[src/rtl/unsigned_div_pkg.sv]
// ============================================================================
// Module      : unsigned_div_pkg
// Description : Shared FSM state type and default widths for the unsigned
//               sequential restoring divider.
// Revision    : 1.0 - initial release
// ============================================================================
`default_nettype none

package unsigned_div_pkg;

  // Default operand widths
  localparam int DEF_DIVIDEND_W = 12;
  localparam int DEF_DIVISOR_W  = 6;

  // Divider control states
  typedef enum logic [1:0] {
    ST_IDLE = 2'd0,
    ST_BUSY = 2'd1,
    ST_DONE = 2'd2
  } div_state_e;

endpackage : unsigned_div_pkg

`default_nettype wire

[src/rtl/restoring_div_step.sv]
// ============================================================================
// Module      : restoring_div_step
// Description : One combinational restoring-division iteration. Shifts the
//               next dividend bit into the partial remainder and conditionally
//               subtracts the divisor, producing one quotient bit.
// Revision    : 1.0 - initial release
// ============================================================================
`default_nettype none

module restoring_div_step #(
  parameter int DIVISOR_W = 6
) (
  input  logic [DIVISOR_W:0]   rem_i,
  input  logic                 bit_i,
  input  logic [DIVISOR_W-1:0] divisor_i,
  output logic [DIVISOR_W:0]   rem_o,
  output logic                 qbit_o
);

  logic [DIVISOR_W:0] w_shift;
  logic [DIVISOR_W:0] w_div_ext;
  logic               w_ge;

  // Shift, compare and conditionally subtract. The bit shifted out of the
  // partial remainder is only ever set for a zero divisor; it still means
  // the true shifted value exceeds the divisor, so it forces a subtract.
  always_comb begin
    w_shift   = {rem_i[DIVISOR_W-1:0], bit_i};
    w_div_ext = {1'b0, divisor_i};
    w_ge      = rem_i[DIVISOR_W] | (w_shift >= w_div_ext);
    rem_o     = w_ge ? (w_shift - w_div_ext) : w_shift;
    qbit_o    = w_ge;
  end

endmodule : restoring_div_step

`default_nettype wire

[src/rtl/unsigned_seq_divider.sv]
// ============================================================================
// Module      : unsigned_seq_divider
// Description : Unsigned sequential restoring divider, one quotient bit per
//               clock, MSB first. Result is registered and held until the
//               next completion or reset.
//               Optional macro UNSIGNED_DIV_ZERO_DET_EN adds a div_zero output
//               and finishes a zero-divisor operation after one step.
// Revision    : 1.0 - initial release
// ============================================================================
`default_nettype none

module unsigned_seq_divider
  import unsigned_div_pkg::*;
#(
  parameter int DIVIDEND_W = DEF_DIVIDEND_W,
  parameter int DIVISOR_W  = DEF_DIVISOR_W
) (
  input  logic                  clk,
  input  logic                  rst,
  input  logic                  start,
  input  logic [DIVIDEND_W-1:0] dividend,
  input  logic [DIVISOR_W-1:0]  divisor,
  output logic [DIVIDEND_W-1:0] quotient,
  output logic [DIVISOR_W-1:0]  remainder,
`ifdef UNSIGNED_DIV_ZERO_DET_EN
  output logic                  div_zero,
`endif
  output logic                  ready,
  output logic                  done
);

  localparam int CNT_W = $clog2(DIVIDEND_W + 1);
  localparam logic [CNT_W-1:0] c_cnt_load = CNT_W'(DIVIDEND_W);
  localparam logic [CNT_W-1:0] c_cnt_last = CNT_W'(1);

  div_state_e state_q, state_d;

  // Dividend bits shift out at the top while quotient bits shift in below
  logic [DIVIDEND_W-1:0] dq_q;
  logic [DIVISOR_W-1:0]  divisor_q;
  logic [DIVISOR_W:0]    rem_q;
  logic [CNT_W-1:0]      cnt_q;
  logic [DIVIDEND_W-1:0] quotient_q;
  logic [DIVISOR_W-1:0]  remainder_q;

  logic [DIVISOR_W:0]    w_rem_next;
  logic                  w_qbit;
  logic [DIVIDEND_W-1:0] w_dq_next;
  logic                  w_accept;
  logic                  w_last;
  logic                  w_dz;

  restoring_div_step #(
    .DIVISOR_W (DIVISOR_W)
  ) u_step (
    .rem_i     (rem_q),
    .bit_i     (dq_q[DIVIDEND_W-1]),
    .divisor_i (divisor_q),
    .rem_o     (w_rem_next),
    .qbit_o    (w_qbit)
  );

  assign w_dq_next = {dq_q[DIVIDEND_W-2:0], w_qbit};
  assign w_accept  = start & ready;

`ifdef UNSIGNED_DIV_ZERO_DET_EN
  logic div_zero_q;
  assign div_zero = div_zero_q;
  assign w_dz     = (divisor_q == '0);
`else
  assign w_dz     = 1'b0;
`endif

  assign w_last = (cnt_q == c_cnt_last) | w_dz;

  // State register with synchronous reset
  always_ff @(posedge clk) begin
    if (rst) state_q <= ST_IDLE;
    else     state_q <= state_d;
  end

  // Next-state logic; a start in DONE is accepted back-to-back
  always_comb begin
    state_d = state_q;
    case (state_q)
      ST_IDLE: if (start)  state_d = ST_BUSY;
      ST_BUSY: if (w_last) state_d = ST_DONE;
      ST_DONE: state_d = start ? ST_BUSY : ST_IDLE;
      default: state_d = ST_IDLE;
    endcase
  end

  // Handshake outputs decoded from the state
  always_comb begin
    ready = 1'b0;
    done  = 1'b0;
    case (state_q)
      ST_IDLE: ready = 1'b1;
      ST_DONE: begin
        ready = 1'b1;
        done  = 1'b1;
      end
      default: ;
    endcase
  end

  // Datapath: capture on acceptance, iterate while busy, publish at the end
  always_ff @(posedge clk) begin
    if (rst) begin
      dq_q        <= '0;
      divisor_q   <= '0;
      rem_q       <= '0;
      cnt_q       <= '0;
      quotient_q  <= '0;
      remainder_q <= '0;
`ifdef UNSIGNED_DIV_ZERO_DET_EN
      div_zero_q  <= 1'b0;
`endif
    end else if (w_accept) begin
      dq_q      <= dividend;
      divisor_q <= divisor;
      rem_q     <= '0;
      cnt_q     <= c_cnt_load;
`ifdef UNSIGNED_DIV_ZERO_DET_EN
      div_zero_q <= 1'b0;
`endif
    end else if (state_q == ST_BUSY) begin
      if (w_dz) begin
`ifdef UNSIGNED_DIV_ZERO_DET_EN
        // Zero divisor short-cut: same result the full iteration would give
        cnt_q       <= '0;
        quotient_q  <= '1;
        remainder_q <= dq_q[DIVISOR_W-1:0];
        div_zero_q  <= 1'b1;
`endif
      end else begin
        dq_q  <= w_dq_next;
        rem_q <= w_rem_next;
        cnt_q <= cnt_q - c_cnt_last;
        if (cnt_q == c_cnt_last) begin
          quotient_q  <= w_dq_next;
          remainder_q <= w_rem_next[DIVISOR_W-1:0];
        end
      end
    end
  end

  assign quotient  = quotient_q;
  assign remainder = remainder_q;

endmodule : unsigned_seq_divider

`default_nettype wire

[config.mk]
export PLATFORM = sky130hd
export DESIGN_NAME = unsigned_seq_divider
export DESIGN_NICKNAME = d
export VERILOG_FILES = /design/src/rtl/unsigned_div_pkg.sv /design/src/rtl/restoring_div_step.sv /design/src/rtl/unsigned_seq_divider.sv
export SDC_FILE = /design/constraint.sdc
export NUM_CORES = 1
export LEC_CHECK = 0
export ABC_CLOCK_PERIOD_IN_PS = 2000
export BUFFER_PORTS_ARGS = -buffer_cell sky130_fd_sc_hd__buf_2
export CAP_MARGIN = 25
export CORE_MARGIN = 5
export CORE_UTILIZATION = 42
export DETAILED_ROUTE_END_ITERATION = 6
export PLACE_DENSITY = 0.65
export SETUP_SLACK_MARGIN = 0.05
export SLEW_MARGIN = 20
export SYNTH_ARGS = -nofsm -noshare
export SYNTH_HDL_FRONTEND = slang
export SYNTH_HIERARCHICAL = 1
export SYNTH_SLANG_ARGS = --single-unit
[constraint.sdc]
create_clock -name clk -period 2 [get_ports clk]
set_input_delay 0.1 -clock clk [delete_from_list [all_inputs] [get_ports clk]]
set_output_delay 0.1 -clock clk [all_outputs]
set_load 0.05 [all_outputs]
Yosys cells after proc, flatten, opt, wreduce, memory -nomap -nowiden:

Index checks and enable logic that the tools add are counted.

* flip-flop bits (word level): 49
* bits of input ports: 21
* output and inout bits: 20
* logic and storage cells: 36

* add/sub/neg operators: 2
* order comparisons: 1
* eq/ne operators: 5
* mux-type cells: 11
* bitwise logic cells: 3
* reductions and logical operators: 6

Operators with widths (number)
* 12-bit two-way mux: 2
* 4-bit two-way mux: 2
* 7-bit by 6-bit greater-or-equal comparator with 1-bit output: 1
* 7-bit two-way mux: 1
* 7-bit by 6-bit subtractor with 7-bit output: 1
* 2-bit case mux with 3 select lines: 1
* 4-bit by 1-bit == test with 1-bit output, second input constant: 1
* 2-bit two-way mux: 2
* 2-bit inequality test, second input constant: 2
* 2-bit OR reduction: 2
* 4-bit by 1-bit subtractor with 4-bit output, second input constant: 1
* 1-bit two-way mux: 3
* 3-bit AND reduction: 1
* 2-bit by 1-bit == test with 1-bit output, second input constant: 1
* 2-bit == test, second input constant: 1
* 2-bit logical NOT: 1
* 2-bit AND reduction: 1
* 2-bit nonzero test: 1
* 1-bit bitwise AND: 1
* 1-bit inverter: 1
* 1-bit OR: 1

Depth between registers and ports, before layout:

Gate-level depths: netlist of the first run.

* depth after elaboration: 6
* depth in mapped cells: 10
* depth with buffers taken out: 10

Hierarchy:

The synthesis of the first run kept the hierarchy.

Modules (own cells, without submodules)
* unsigned_seq_divider: times used 1, cells each 253, area each 1990.7 sq um, sequential area each 980.9 sq um
* restoring_div_step: times used 1, cells each 50, area each 382.9 sq um, sequential area each 0.0 sq um

Least setup slack after synthesis of the first run:

Ideal clock, no wire load.

* path kind: register -> register
* start point: reg divisor_q[3]
* end point: reg remainder_q[0] (netlist: remainder[0])
* library setup time: 0.070 ns
* arrival: 2.030 ns
* required time: 1.930 ns
* slack: -0.100 ns
* cell stages (with the launch flop): 11
* path buffers: 0
* period minus slack after synthesis: 2.100 ns
* cell sequence: dfxtp_1 > inv_1 > ha_1 > a21o_1 > a21oi_2 > o21ai_2 > a21oi_4 > mux2i_1 > inv_1 > or3_1 > a21oi_1

* word-level cells in the longest chain between the ends: 3

RTL lines
* from (decl): RTL line unsigned_seq_divider.sv:40 `logic [DIVISOR_W-1:0] divisor_q;`
* from (signal assigned): RTL line unsigned_seq_divider.sv:121 `divisor_q <= divisor;`
* 7-bit by 6-bit greater-or-equal comparator with 1-bit output: RTL line restoring_div_step.sv:30 `w_ge = rem_i[DIVISOR_W] | (w_shift >= w_div_ext);`
* 1-bit OR: RTL line restoring_div_step.sv:30
* 7-bit two-way mux: RTL line restoring_div_step.sv:31 `rem_o = w_ge ? (w_shift - w_div_ext) : w_shift;`
* via w_rem_next[0]: RTL line unsigned_seq_divider.sv:46 `logic [DIVISOR_W:0] w_rem_next;`
* to (signal assigned): RTL line unsigned_seq_divider.sv:142 `remainder_q <= w_rem_next[DIVISOR_W-1:0];`
* to (decl): RTL line unsigned_seq_divider.sv:44 `logic [DIVISOR_W-1:0] remainder_q;`

The timed path passes the listed nets, and every way through them passes these cells.
A chain may end at the register's enable or synchronous reset.

Worst setup path after layout of the first run:

* start point: reg divisor_q[1]
* end point: reg quotient_q[0] (netlist: quotient[0])

* word-level cells in the longest chain between the ends: 2

RTL lines
* 7-bit by 6-bit greater-or-equal comparator with 1-bit output: RTL line restoring_div_step.sv:30
* 1-bit OR: RTL line restoring_div_step.sv:30
* via w_qbit: RTL line unsigned_seq_divider.sv:47 `logic w_qbit;`
* to (signal assigned): RTL line unsigned_seq_divider.sv:141 `quotient_q <= w_dq_next;`
* to (decl): RTL line unsigned_seq_divider.sv:43 `logic [DIVIDEND_W-1:0] quotient_q;`

The timed path passes the listed nets, and every way through them passes these cells.

==> metrics.md, run 1 <==
| Metric | Value |
|---|---|
| Worst min path class | `input pin to flop` |
| Final hold vios | `0` |
| Pwr/cell area | `800 nW/µm²` |
| Critical path type | `flop to flop` |
| Final core utilization | `54.9%` |
| Setup slack, reg-to-reg | `-120 ps` |
| Commonest cells after routing, fill and taps aside | `nand2_1 (46), dfxtp_1 (41), buf_2 (40)` |
| # hold bufs at CTS | `0` |
| Num CTS Buffers | `5` |
| Vias | `2,230` |
| Setup tns final | `-589 ps` |
| Syn Std Cell Area | `2370 µm²` |
| Register share of total power | `43.9%` |
| Status | `finished with violations` |
| CTS tree | `done` |
| Die W | `85.2 µm` |
| Worst slew pin tran | `432 ps` |
| GP Congestion | `0.794` |
| Std cell rows | `27` |
| Drt wl/cell | `13.6 µm` |
| Pin count of the biggest net entering global routing | `43` |
| Syn_nets | `333` |
| Final WS setup | `-122 ps` |
| Pre-CTS setup slack | `-193 ps` |
| All-Layer GR Usage | `16.6%` |
| Setup Skew | `8.01 ps` |
| Post-route insts no fill | `430` |
| Met2 Track Usage GR | `27.7%` |
| Post-synth ARST share | `0%` |
| Starting Density | `43.1%` |
| Die area | `7250 µm²` |
| Max Cap Viol | `0` |
| Number of synthesized flops with an enable pin | `0` |
| Clk Latency, worst-skew pair | `310 ps` |
| Vias in the first global route | `2,153` |
| Power, Total | `2.42 mW` |
| Gr busiest metal | `met2` |
| RSZ-0062 raised after global routing | `yes` |
| CP arrival | `2360 ps` |
| Clock network fraction of total power | `29.8%` |
| Yosys reg bits | `49` |
| Yosys warns | `6` |
| Crit share post-route | `106%` |
| Met1 Use GR | `21.2%` |
| Net count, final | `387` |
| First-pass GRT wire length | `9800 µm` |
| Power Internal | `1.70 mW` |
| Mapped Avg Cell Area | `7.83 µm²` |
| H-tree depth | `2` |
| Highest Clock Rate | `0.471 GHz` |
| Inst Count DP | `420` |
| Crit path capture type | `flop` |
| Max Buffers Root-to-Sink | `2` |
| Max-slew violation count | `0` |
| Final ANT Viol Nets | `0` |
| Setup violators final | `7` |
| Total gr overflow | `0` |
| Worst Path Required | `2240 ps` |
| GRT met3 Usage | `3.30%` |
| Crit-path max FO | `6` |
| Post-DP HPWL | `3970 µm` |
| Sw Pwr | `0.716 mW` |
| Failing checks | `negative setup slack` |
| Die Ht | `85.2 µm` |
| Ports | `41` |
| Post-route DRC | `0` |
| LEAKAGE | `1.22 nW` |
| CTS Root Cell | `clkbuf_8` |
| Worst setup SP type | `flop` |
| CTS clk-pin slew, worst paths | `90 ps` |
| Worst vdd ir | `0.378 mV` |
| Synth Flop Type | `dfxtp_1` |
| Clock sinks | `49` |
| DRT iter0 DRCs | `70` |
| Commonest non-fill, non-tap cell in the layout | `nand2_1` |
| Diode count | `0` |
| Register area share after synthesis | `41.3%` |
| Combinational share of power | `26.3%` |
| Worst relative slew slack | `71.2%` |
| Initial antenna violation count | `0` |
| Switching share of power | `29.6%` |
| Drt pass-1 iters | `4` |
| Routed wire length | `5840 µm` |
| Layout area overhead | `27.5%` |
| Core area | `5510 µm²` |
| Mapped Cells | `303` |
| Port bufs | `40` |
| Final min period | `2120 ps` |
| Distinct cells, synth | `38` |
| Layout cell share with drive strength beyond 1 | `31.6%` |
| Vias per cell | `5.19` |
synth_stat cells (2+ instances only):
master	count	share of area (%)
dfxtp_1	49	41
nand2_1	48	7.6
a21oi_1	40	8.4
inv_1	29	4.6
o21ai_0	20	4.2
or3_1	20	5.3
nor2_1	14	2.2
clkbuf_1	11	1.7
a311oi_1	10	3.7
buf_2	8	1.7
ha_1	8	4.2
nor2b_1	5	1.3
nand2b_1	4	1.1
a22oi_1	3	0.95
mux2_2	3	1.4
nand3_1	3	0.63
a211oi_1	2	0.63
buf_1	2	0.32
mux2i_1	2	0.84
nor3_1	2	0.42
o21ai_2	2	0.74
o31a_1	2	0.74
sequential cells by signal, indices dropped and copies added, names as in the netlist:
| signal | count |
|---|---|
| quotient | 12 |
| rem_q | 7 |
| cnt_q | 4 |
| state_q | 2 |
| remainder | 6 |
| dq_q | 12 |
| divisor_q | 6 |
area by class of cell:
class	count	area [µm²]
clock buffer	6	72.6
inverter	29	109
multi-input combinational	202	1290
clock inverter	2	38.8
sequential	49	991
timing repair buffer	70	429
fill	539	2480
tap	72	90.1
cells by family after synthesis:
logic type,count (synthesis),share of synthesized area [%]
adders and majority gates,9,5.06
xor gates and xnor gates,2,0.738
AOI/OAI and AO/OA,87,22.2
and+or+nand+nor,99,19.5
buffers and inverters,52,8.86
muxes,5,2.27
DFF,49,41.3
critical path, cell delays in order, from the launching register on:
cell     delay [ps]
dfxtp_2         350
inv_2            50
ha_4            260
nor2b_4         130
o21ai_2          70
o21ai_2         220
a21oi_4         130
buf_4           160
buf_6           100
inv_2            50
inv_1            30
or3_4           370
a21oi_2         130
layer usage:
metal	up-vias	part of all wire, %
li1	1133	-
met1	1051	48
met2	36	46
met3	10	3.6
met4	0	2.0
met5	-	0
per-stage QoR:
step	hold WS [ps]	instance area [µm²]
floorplan	228	2400
CTS	8.51	2960
global route	17.9	3030
global placement	339	2800
detailed placement	349	2800
finish	18.6	3030
path summary, 6_finish.rpt:
check                     from      endpoint  depth (start not counted)
setup / recovery  divisor_q[1]   quotient[0]                         12
hold / removal      divisor[3]  divisor_q[3]                          3
setup reg to reg  divisor_q[1]   quotient[0]                         12
hold reg to reg   divisor_q[3]  divisor_q[3]                          2
timing repair:
item | in CTS | in global routing
buffers inserted | 4 | 2
pin swaps | 7 | 17
resized for setup | 8 | 20
endpoints found under the setup margin | 11 | 14
power groups by stage:
stage               Combinational, mW  Sequential, mW  Clock (mW)
global placement                0.563            1.08           0
detailed placement              0.571            1.08           0
global route                    0.706            1.07       0.778
floorplan                       0.376            1.08           0
CTS                             0.619            1.06       0.740
finish                          0.636            1.06       0.721
Power figures use the tool's default switching activity.
==> run 2: changes to the inputs <==
--- a/config.mk
+++ b/config.mk
@@ -10,9 +10,10 @@
 export CAP_MARGIN = 25
 export CORE_MARGIN = 5
 export CORE_UTILIZATION = 42
+export CTS_CLUSTER_SIZE = 40
 export DETAILED_ROUTE_END_ITERATION = 6
 export PLACE_DENSITY = 0.65
-export SETUP_SLACK_MARGIN = 0.05
+export SETUP_SLACK_MARGIN = 0.3
 export SLEW_MARGIN = 20
 export SYNTH_ARGS = -nofsm -noshare
 export SYNTH_HDL_FRONTEND = slang
==> run 2 against run 1 <==
Net effect: the flow still finishes with violations (negative setup slack); sequential power is essentially flat; largest cell class unchanged; non-clock buffer count stayed put; critical path type unchanged; wire length decreased by 1.3%; largest power group unchanged; utilization increased by 1.3 points; critical endpoint is now remainder[1]; die area stayed put; sequential cell count unchanged.
==> metrics.md, run 2 (synthesis results as in run 1) <==
| Metric | Value |
|---|---|
| Status | `finished with violations` |
| Failing checks | `negative setup slack` |
| Layout area overhead | `30.5%` |
| LEAKAGE | `1.23 nW (+0.96%)` |
| Ports | `41 (unchanged)` |
| Die Ht | `85.2 µm (unchanged)` |
| Max Cap Viol | `0 (unchanged)` |
| Net count, final | `387 (unchanged)` |
| Worst min path class | `input pin to flop` |
| Drt pass-1 iters | `4 (unchanged)` |
| Final hold vios | `0 (unchanged)` |
| CTS tree | `done` |
| Worst Path Required | `2240 ps (about the same)` |
| All-Layer GR Usage | `16.5% (-0.13 points)` |
| Vias per cell | `5.11 (-1.5%)` |
| Die W | `85.2 µm (unchanged)` |
| CTS Root Cell | `clkbuf_8` |
| Post-DP HPWL | `3840 µm (-3.3%)` |
| Worst relative slew slack | `69.9% (-1.3 points)` |
| CP arrival | `2340 ps (-20 ps)` |
| Total gr overflow | `0 (unchanged)` |
| Initial antenna violation count | `0 (unchanged)` |
| Port bufs | `40 (unchanged)` |
| Hold depth | `3 (unchanged)` |
| Vias | `2,196 (-1.5%)` |
| Final core utilization | `56.2% (+1.3 points)` |
| Worst setup SP type | `flop` |
| Pre-CTS setup slack | `-144 ps (+49.5 ps)` |
| First-pass GRT wire length | `9830 µm (+0.28%)` |
| R2R cell count | `9 (-3)` |
| Crit path capture type | `flop` |
| Fill cells | `503 (-6.7%)` |
| Std cell rows | `27 (unchanged)` |
| Max-slew violation count | `0 (unchanged)` |
| Critical path type | `flop to flop` |
| Setup Skew | `8.43 ps (+0.420 ps)` |
| Setup violators final | `5 (-2)` |
| Placed cell area | `2810 µm² (+0.45%)` |
| RSZ-0062 raised after global routing | `yes` |
| Layout cell share with drive strength beyond 1 | `33.5% (+2.0 points)` |
| Worst vdd ir | `0.445 mV (+18%)` |
| Core area | `5510 µm² (unchanged)` |
| Clk Latency, worst-skew pair | `310 ps (about the same)` |
| Highest Clock Rate | `0.477 GHz (+1.1%)` |
| Final Cell Area | `3100 µm² (+2.4%)` |
| Clock sinks | `49 (unchanged)` |
| Crit share post-route | `105% (-1.2 points)` |
| Worst slew pin tran | `452 ps (+19.9 ps)` |
| Commonest non-fill, non-tap cell in the layout | `nand2_1` |
| Num CTS Buffers | `5 (unchanged)` |
| Final WS setup | `-98.1 ps (+23.6 ps)` |
| Die area | `7250 µm² (unchanged)` |
| Max Buffers Root-to-Sink | `2 (unchanged)` |
| Pin count of the biggest net entering global routing | `60 (+40%)` |
| Pwr/cell area | `797 nW/µm² (-0.28%)` |
| CTS clk-pin slew, worst paths | `90 ps (about the same)` |
| Final ANT Viol Nets | `0 (unchanged)` |
| GP Congestion | `0.852 (+7.2%)` |
| H-tree depth | `2 (unchanged)` |
| Drt wl/cell | `13.4 µm (-1.3%)` |
| Starting Density | `43.1% (unchanged)` |
| Vias in the first global route | `2,051 (-4.7%)` |
| Commonest cells after routing, fill and taps aside | `nand2_1 (44), dfxtp_1 (43), buf_2 (40)` |
| DRT iter0 DRCs | `91 (+30%)` |
| Diode count | `0 (unchanged)` |
| Routed wire length | `5770 µm (-1.3%)` |
| Final min period | `2100 ps (-23.6 ps)` |
| Post-route DRC | `0 (unchanged)` |
| Crit-path max FO | `6 (unchanged)` |
| # hold bufs at CTS | `0 (unchanged)` |
run 2: cell types whose count changed in the layout (fill, tap and decap cells not counted), moves of 2 or more:
cell / before / now
dfxtp_1: 41 / 43
buf_6: 1 / 4
nand2_1: 46 / 44
nand2_2: 2 / 4
a21oi_2: 6 / 8
buf_4: 29 / 25
dfxtp_2: 8 / 5
a21oi_1: 35 / 33
run 2: through the flow:
stage	cells	TNS [ps]	hold WS (ps)	power [mW]
after floorplan	303	-7.88	228	1.47
after global placement	416	-378	343	1.65
after global routing	430	-1160	23.7	2.62
after CTS	429	-227	6.86	2.45
final	430	-410	17.8	2.47
after detailed placement	416	-727	350	1.65
run 2: final cells by class:
| class | count | area (µm²) | share of cell area (%) |
|---|---|---|---|
| multi-input combinational | 202 | 1340 | 43.4 |
| sequential | 49 | 991 | 32.0 |
| clock inverter | 2 | 38.8 | 1.25 |
| tap | 72 | 90.1 | 2.91 |
| inverter | 29 | 109 | 3.52 |
| timing repair buffer | 70 | 453 | 14.6 |
| clock buffer | 6 | 72.6 | 2.34 |
run 2: critical path, stage by stage (launching register included):
cell	delay (ps)
dfxtp_4	370
ha_4	240
nor2b_4	120
o21ai_2	150
o21ai_2	100
a21oi_4	280
mux2i_2	270
inv_1	50
or3_1	320
a21oi_2	130
run 2: power breakdown:
group	total (mW)	internal (mW)	switching (mW)	leakage (nW)
Combinational	0.688	0.334	0.355	0.771
Sequential	1.06	1.03	0.0388	0.402
Clock	0.717	0.376	0.341	0.0554
Total	2.47	1.73	0.735	1.23
run 2: path summary, 6_finish.rpt:
| kind | startpoint | endpoint | slack, ps |
|---|---|---|---|
| hold / removal | divisor[3] | divisor_q[3] | 20 |
| setup / recovery | rem_q[0] | remainder[1] | -100 |
| hold reg to reg | divisor_q[4] | divisor_q[4] | 470 |
| setup reg to reg | rem_q[0] | remainder[1] | -100 |
run 2: layer usage:
metal	GRT usage (%)	routed length (µm)	vias up
li1	-	-	1130
met1	22.4	2770	1018
met2	26.3	2670	43
met5	0	0	-
met4	4.32	61	0
met3	3.88	271	5
run 2: timing repair:
| item | CTS | global route |
|---|---|---|
| setup endpoints to repair | 15 | 21 |
| pin swaps | 18 | 3 |
| resized for setup | 19 | 15 |
| setup buffers | 5 | 1 |
